==> config.mk <==
export PLATFORM = sky130hd
export DESIGN_NAME = hazard_scoreboard
export DESIGN_NICKNAME = d
export VERILOG_FILES = /design/src/rtl/hazard_scoreboard.sv
export SDC_FILE = /design/constraint.sdc
export NUM_CORES = 1
export LEC_CHECK = 0
export CAP_MARGIN = 20
export CORE_AREA = 2 2 204 186
export DETAILED_ROUTE_END_ITERATION = 7
export DIE_AREA = 0 0 206 188
export PLACE_DENSITY = 0.81
export SLEW_MARGIN = 40
export SYNTH_ARGS = -nofsm -noshare
export SYNTH_HDL_FRONTEND = slang
export SYNTH_SLANG_ARGS = --single-unit
==> constraint.sdc <==
create_clock -name clock -period 15.75 [get_ports clock]
set_clock_uncertainty 0.2 [all_clocks]
set_input_delay 3.15 -clock clock [delete_from_list [all_inputs] [get_ports clock]]
set_output_delay 3.15 -clock clock [all_outputs]
set_load 0.005 [all_outputs]
==> src/rtl/hazard_scoreboard.sv <==
// Register scoreboard beside decode: tracks pending writes of variable-latency
// producers and reports RAW/WAW stalls plus bypass age for each source operand.
module hazard_scoreboard #(
    parameter int NREGS = 32,
    parameter int ADDRW = $clog2(NREGS),
    parameter int LATW  = 3
) (
    input  logic             clock,
    input  logic             reset,
    input  logic [ADDRW-1:0] dec_rs1,
    input  logic [ADDRW-1:0] dec_rs2,
    input  logic             dec_rs1_en,
    input  logic             dec_rs2_en,
    input  logic [ADDRW-1:0] dec_rd,
    input  logic             dec_rd_en,
    input  logic [LATW-1:0]  dec_wb_lat,
    output logic             stall,
    output logic             rs1_byp,
    output logic             rs2_byp,
    output logic [LATW-1:0]  rs1_age,
    output logic [LATW-1:0]  rs2_age,
    input  logic             iss_valid,
    input  logic [ADDRW-1:0] iss_rd,
    input  logic [LATW-1:0]  iss_rdy_lat,
    input  logic [LATW-1:0]  iss_wb_lat,
    input  logic             clear,
    output logic [NREGS-1:0] busy_mask,
    output logic [ADDRW:0]   pending_count
);

    logic            busy [NREGS];
    logic [LATW-1:0] rdy  [NREGS];
    logic [LATW-1:0] wb   [NREGS];
    logic [LATW-1:0] age  [NREGS];

    logic [LATW-1:0] iss_wb_eff;
    logic [LATW-1:0] iss_rdy_eff;

    // A zero write-back latency would never retire, so it is promoted to one.
    assign iss_wb_eff  = (iss_wb_lat == '0) ? LATW'(1) : iss_wb_lat;
    assign iss_rdy_eff = (iss_rdy_lat < iss_wb_eff) ? iss_rdy_lat : iss_wb_eff;

    always_ff @(posedge clock or posedge reset) begin
        if (reset) begin
            for (int r = 0; r < NREGS; r++) begin
                busy[r] <= 1'b0;
                rdy[r]  <= '0;
                wb[r]   <= '0;
                age[r]  <= '0;
            end
        end else if (clear) begin
            for (int r = 0; r < NREGS; r++) begin
                busy[r] <= 1'b0;
                rdy[r]  <= '0;
                wb[r]   <= '0;
                age[r]  <= '0;
            end
        end else begin
            for (int r = 0; r < NREGS; r++) begin
                if (r == 0) begin
                    busy[r] <= 1'b0;
                    rdy[r]  <= '0;
                    wb[r]   <= '0;
                    age[r]  <= '0;
                end else if (iss_valid && iss_rd == ADDRW'(r)) begin
                    busy[r] <= 1'b1;
                    rdy[r]  <= iss_rdy_eff;
                    wb[r]   <= iss_wb_eff;
                    age[r]  <= '0;
                end else if (busy[r]) begin
                    // wb is never 0 while busy, so reaching 1 means this edge retires it.
                    if (wb[r] == LATW'(1)) begin
                        busy[r] <= 1'b0;
                        rdy[r]  <= '0;
                        wb[r]   <= '0;
                        age[r]  <= '0;
                    end else begin
                        wb[r]  <= wb[r] - LATW'(1);
                        rdy[r] <= (rdy[r] == '0) ? '0 : rdy[r] - LATW'(1);
                        age[r] <= (age[r] == '1) ? age[r] : age[r] + LATW'(1);
                    end
                end
            end
        end
    end

    logic [ADDRW:0] cnt;

    always_comb begin
        busy_mask = '0;
        cnt       = '0;
        for (int r = 0; r < NREGS; r++) begin
            busy_mask[r] = busy[r];
            cnt          = cnt + {{ADDRW{1'b0}}, busy[r]};
        end
        pending_count = cnt;
    end

    logic live1, live2, haz1, haz2, waw;

    always_comb begin
        live1   = dec_rs1_en && (dec_rs1 != '0) && busy[dec_rs1];
        live2   = dec_rs2_en && (dec_rs2 != '0) && busy[dec_rs2];
        haz1    = live1 && (rdy[dec_rs1] != '0);
        haz2    = live2 && (rdy[dec_rs2] != '0);
        rs1_byp = live1 && (rdy[dec_rs1] == '0);
        rs2_byp = live2 && (rdy[dec_rs2] == '0);
        rs1_age = rs1_byp ? age[dec_rs1] : '0;
        rs2_age = rs2_byp ? age[dec_rs2] : '0;
        waw     = dec_rd_en && (dec_rd != '0) && busy[dec_rd] && (wb[dec_rd] > dec_wb_lat);
        stall   = haz1 || haz2 || waw;
    end

endmodule

==> results of run 1 <==
==> per-stage QoR <==
step	cells	hold WS (ps)	setup WS, ps	util, %
after detailed placement	2908	379.5	5589	64.95
final	2969	400.7	5585	68.12
after CTS	2967	395.0	5573	67.95
after global routing	2969	416.4	5449	68.12
after global placement	2908	379.2	5361	64.89
after floorplan	2477	355.0	3827	-
==> sequential cells by signal (all words and copies together), names as in the netlist <==
register,cells
wb,93
busy_mask,31
age,93
rdy,93
==> worst max-delay path, delay by kind of cell <==
family                     cells  cell delay, ps
and+or+nand+nor                3             670
muxes                          3            1390
buffers and inverters          2            1070
adders and majority gates      1             280
AOI/OAI and AO/OA              1             220
==> synthesized netlist by cell type (3+ instances only) <==
cell type  count  area [sq um]
ha_1         198          2477
mux2_2        10         112.6
mux2i_1       20         200.2
o22ai_1        3         18.77
a211oi_1     191          1434
a221oi_1      10         87.58
a22o_1         6         52.55
o211ai_1       4         30.03
a31oi_1        4         25.02
buf_6          4         45.04
nor3_1       234          1171
a21o_1         4         30.03
nor2b_1       30         187.7
or2_2          5         31.28
dfrtp_1      310          7757
inv_1        183         686.9
clkbuf_1     107         401.6
a311oi_1      35         306.5
a21oi_1      119         595.6
nand3b_1       5         37.54
o21ai_0       34         170.2
buf_2         34         170.2
nor3b_2        3         37.54
nor4b_1        6         52.55
o311a_1       31         310.3
or3_1          3         18.77
buf_1          4         15.01
nor4_1        28         175.2
mux4_2       111          2500
fa_1          23         460.4
nand2_1      333          1250
a22oi_1       64         480.5
buf_4          3         22.52
nand2b_1      40         250.2
nand3_1       37         185.2
nor2_1       204         765.7
==> worst paths after layout <==
kind | start | endpoint | slack, ps | cells after the start
max reg2reg | wb[37] | rdy[37] | 13660 | 6
min reg2reg | wb[87] | wb[87] | 400 | 2
min | wb[87] | wb[87] | 400 | 2
min in group asynchronous | reset | rdy[10] | 2770 | 2
max in group asynchronous | reset | busy_mask[7] | 10970 | 4
max | dec_rd[0] | stall | 5590 | 10
==> routing by layer <==
metal	vias up	GRT usage [%]	routed length, microns
met5	-	0	31
met4	4	24.64	5890
met3	363	9.367	9415
met2	1428	61.09	34200
met1	10243	55.08	29010
li1	9034	-	-
==> cell families (layout without fill, tap and decap cells) <==
family,count (synthesis),in the layout,share of synthesized area (%)
AND/OR/NAND/NOR,939,939,18.56
AO/OA/AOI/OAI,524,524,16.30
buffers and inverters,337,345,5.891
flip-flops,310,310,33.88
adder cells (fa/ha/maj),221,221,12.83
multiplexers,142,142,12.40
XOR/XNOR,3,3,0.1148
other,1,2,0.01638
==> cell type report <==
type | instances | area, sq um
antenna | 1 | 2.502
clock inverter | 4 | 20.02
clock buffer | 55 | 1084
fill | 2848 | 11710
multi-input combinational | 1830 | 13860
sequential | 310 | 7757
tap | 483 | 604.3
timing repair buffer | 101 | 978.4
inverter | 185 | 701.9
==> layout by cell type (no fill, tap or decap), types with 5 or more instances in the layout <==
| cell | instances |
|---|---|
| buf_2 | 5 |
| nor2_2 | 10 |
| a211oi_1 | 191 |
| nor2_1 | 194 |
| o21ai_0 | 33 |
| nor3_1 | 234 |
| nand3_1 | 37 |
| clkdlybuf4s50_1 | 73 |
| inv_1 | 181 |
| clkbuf_8 | 9 |
| a21oi_1 | 119 |
| mux2_2 | 10 |
| nor2b_1 | 30 |
| fa_1 | 23 |
| ha_1 | 198 |
| o311a_1 | 31 |
| clkbuf_16 | 37 |
| mux4_2 | 111 |
| buf_6 | 6 |
| a22o_1 | 6 |
| buf_4 | 15 |
| clkbuf_1 | 9 |
| nand3b_1 | 5 |
| nor4_1 | 28 |
| a22oi_1 | 64 |
| dfrtp_1 | 310 |
| or2_2 | 5 |
| nand2b_1 | 39 |
| a221oi_1 | 10 |
| nor4b_1 | 6 |
| a311oi_1 | 35 |
| nand2_1 | 333 |
| mux2i_1 | 18 |
==> power groups by stage <==
stage	combinational, mW	sequential, mW	clock (mW)
floorplan	0.145	0.831	0
global placement	0.217	0.841	0
detailed placement	0.222	0.841	0
CTS	0.224	0.827	0.812
global route	0.245	0.828	0.843
finish	0.232	0.828	0.810
==> reports/metrics.yaml, run 1 <==
p_sw_uw: 516.9
synth.net_count: 2734
grt_use_total_pct: 41.12
seqPwrFrac_pct: 44.3
dp_hpwl_microns: 55160
synth-main-ff-cell: "dfrtp_1"
netlist_area_sq_um: 22890
syn_area_per_cell_sq_um: 9.243
first_iter_violations: 2880
path_cells: "buf_4 > mux4_2 > mux4_2 > mux2_2 > ha_1 > nand3_1 > nand2_1 > or4_1 > o221ai_1 > clkdlybuf4s50_1"
peakVddDrop_mv: 0.07535
max_stage_delay_ps: 610
hold_viol_final: 0
clock.fmax_mhz: 98.38
cts_resized: 0
required_ps: 12400
num_rows: 67
fin_crit_sh_pct: 64.54
die_w_microns: 206
core_sq_um: 36720
clock_path_buffers: 3
crit_slowest_cell: "clkdlybuf4s50_1"
cts_root_buf: "clkbuf_16"
grt_pass1_vias: 20390
arrival_ps: 6810
cts_setup_buffers: 0
h-tree-depth: 2
min_period_ps: 10160
gr-total-overflow: 0
outcome: "finished, final reports clean"
first_pass_iters: 8
fin_nets: 2721
fin_area_sq_um: 25010
rsz0062_at_grt: "false"
avgRoutedWirePerCell_microns: 26.46
path_max_fanout: 36
pwr-share-comb_pct: 12.4
drt-total-wl_microns: 78550
die_h_microns: 188
powerDensity_nw_per_um2: 74.75
p_total_mw: 1.870
drv_cap: 0
ios: 83
antenna_found_initial: 3
ant_nets: 0
yosysWarnings: 0
slew_viol_final: 0
p_clk_share_pct: 43.3
areaGrowthSynthToFinish_pct: 9.247
cts.sinks: 310
start_util_pct: 62.35
design.die.area_sq_um: 38730
netSwitchingFraction_pct: 27.65
layout-drive-gt1-share_pct: 9.256
holdBufCountCts: 0
slew_headroom_pct: 40.32
gp_congestion: 1.028
grt_pass1_wl_microns: 119900
post_dp_cell_area_sq_um: 23850
end_kind: "output port"
synth-edff-count: 0
async_flop_share_pct: 100.0
critPathMostFrequentCell: "mux4_2"
via_per_inst: 7.097
vias: 21072
worstSetupPathType: "primary input to output port"
yosysUniqueCellTypes: 64
p_int_mw: 1.353
synth-seq-cells: 310
synth_seq_area_share_pct: 33.88
post-route-drc-count: 0
min_path_type: "register to register"
grt_start_max_net_pins: 120
insertion_delay_ps: 550
p_leak_nw: 10.59
cts_tree: "built"
worst-slew-pin-transition_ps: 888.3
fin_setup_tns_ps: 0
setup_viol: 0
cp-start-kind: "primary input"
clk_pin_slew_ps: 60
numCtsBuffers: 36
synth_cells: 2477
portBuffers: 81
(Power assumes the default switching activity.)
==> run 2, diff against run 1 <==
--- a/config.mk
+++ b/config.mk
@@ -6,10 +6,10 @@
 export NUM_CORES = 1
 export LEC_CHECK = 0
 export CAP_MARGIN = 20
-export CORE_AREA = 2 2 204 186
+export CORE_AREA = 2 2 215 196
 export DETAILED_ROUTE_END_ITERATION = 7
-export DIE_AREA = 0 0 206 188
-export PLACE_DENSITY = 0.81
+export DIE_AREA = 0 0 217 198
+export PLACE_DENSITY = 0.77
 export SLEW_MARGIN = 40
 export SYNTH_ARGS = -nofsm -noshare
 export SYNTH_HDL_FRONTEND = slang
==> constraint.sdc (replaced) <==
create_clock -name clock -period 8.8 [get_ports clock]
set_clock_uncertainty 0.2 [all_clocks]
set_input_delay 1.76 -clock clock [delete_from_list [all_inputs] [get_ports clock]]
set_output_delay 1.76 -clock clock [all_outputs]
set_load 0.005 [all_outputs]
==> run 2 against run 1 <==
  * Clock-buffer cell count is 2 lower
  * Core utilization fell by 6.5 points
  * Wire length is 0.91% lower
  * Via count down 0.14%
  * Design area is 1.1% higher
  * Largest power group is now the clock network
==> reports/metrics.yaml, run 2 (synthesis results as in run 1) <==
outcome: "finished, final reports clean"
dp_hpwl_microns: 55210
required_ps: 6840
clock_path_buffers: 3
arrival_ps: 6380
reg2reg_slack_ps: 6730
holdBufCountCts: 0
path_max_fanout: 12
peakVddDrop_mv: 0.1279
setup_viol: 0
die_w_microns: 217
grt_pass1_wl_microns: 118900
fin_setup_tns_ps: 0
antenna_found_initial: 0
start_util_pct: 55.78
cts_resized: 0
p_leak_nw: 10.66
h-tree-depth: 2
rsz0062_at_grt: "false"
fin_crit_sh_pct: 94.82
regToRegEndpoint: "rdy[24]"
largest_registers: "age: 93 flops, rdy: 93 flops, wb: 93 flops"
vias: 21042
post-route-drc-count: 0
areaGrowthSynthToFinish_pct: 10.39
clk_pin_slew_ps: 70
drv_cap: 0
pwr-share-comb_pct: 12.1
cts.sinks: 310
fin_nets: 2724
netSwitchingFraction_pct: 27.72
slew_headroom_pct: 36.51
first_pass_iters: 7
gr-total-overflow: 0
num_rows: 71
clock.fmax_mhz: 119.8
min_path_type: "register to register"
ios: 83
grt_pass1_vias: 20315
gp_congestion: 1.084
worst-slew-pin-transition_ps: 945.1
layout-drive-gt1-share_pct: 9.470
p_clk_share_pct: 45.3
numCtsBuffers: 36
worstSetupPathType: "register to output port"
core_sq_um: 41040
setup.worst_path.end: "pending_count[4]"
final_common_cell: "nand2_1"
end_kind: "output port"
seqPwrFrac_pct: 42.6
rr_worst_depth: 4
startpoint: "busy_mask[1]"
ant_nets: 0
first_iter_violations: 3143
final_cell_mix: "333 x nand2_1, 310 x dfrtp_1, 234 x nor3_1, 198 x ha_1, 195 x nor2_1"
portBuffers: 81
p_int_mw: 2.510
avgRoutedWirePerCell_microns: 25.60
cts_setup_buffers: 0
p_sw_uw: 962.6
grt_use_total_pct: 36.59
fill_cells: 3370
place_inst: 2974
design.die.area_sq_um: 42970
powerDensity_nw_per_um2: 137.4
insertion_delay_ps: 570
min_period_ps: 8344
cts_root_buf: "clkbuf_16"
cp-start-kind: "register"
stdcell_count: 3041
cts_tree: "built"
die_h_microns: 198
hp-start: "wb[87]"
reg2reg_from: "busy_mask[23]"
grt_start_max_net_pins: 181
hold_viol_final: 0
slew_viol_final: 0
p_total_mw: 3.472
drt-total-wl_microns: 77840
via_per_inst: 6.919
==> run 2: how the worst min path moves through the flow <==
stage	end	slack [ps]	cells past startpoint
2_1_floorplan	wb[87]	350	2
3_3_place_gp	wb[87]	380	2
3_5_place_dp	wb[87]	390	2
4_1_cts	wb[87]	400	2
5_1_grt	wb[87]	450	2
6_report	wb[87]	430	2
==> run 2: critical path, stage by stage (launching register included) <==
cell and delay, ps:
dfrtp_1 580, inv_1 210, fa_1 700, fa_1 500
fa_1 500, fa_1 530, fa_1 540, fa_1 420
fa_1 430, fa_1 420, inv_1 70, a21o_1 100
a21oi_1 80, xnor2_1 200, clkdlybuf4s50_1 540
==> run 2: final cells by class <==
class / instances / area, sq um / share of cell area, %
multi-input combinational: 1830 / 13860 / 54.83
sequential: 310 / 7757 / 30.69
timing repair buffer: 104 / 1075 / 4.252
clock buffer: 53 / 1066 / 4.218
inverter: 185 / 698.2 / 2.762
tap: 547 / 684.4 / 2.708
clock inverter: 10 / 130.1 / 0.5149
antenna: 2 / 5.005 / 0.01980
==> run 2: stage by stage <==
stage / worst slack [ps] / utilization [%] / area, sq um / hold WS, ps
after CTS: 503.7 / 61.39 / 25190 / 401.3
final: 455.5 / 61.58 / 25270 / 427.8
after detailed placement: 1130 / 58.47 / 24000 / 392.0
after global routing: 263.4 / 61.57 / 25270 / 450.7
after floorplan: 1944 / - / 22900 / 355.0
after global placement: 1218 / 58.31 / 23930 / 381.1
==> run 2: power by group through the flow <==
stage,registers (mW),clock network (mW),logic [mW]
after floorplan,1.49,0,0.260
after global placement,1.50,0,0.390
after detailed placement,1.50,0,0.403
after CTS,1.48,1.57,0.405
after global routing,1.48,1.63,0.446
final,1.48,1.57,0.421
==> run 2: metal layers <==
metal  track usage (%)  share of wire (%)  vias to the layer above
li1                  -                  -                     9035
met1             46.53                 37                    10236
met2             54.73                 43                     1407
met3             10.17                 12                      364
met4             24.58                7.9                        0
met5                 0                  0                        -
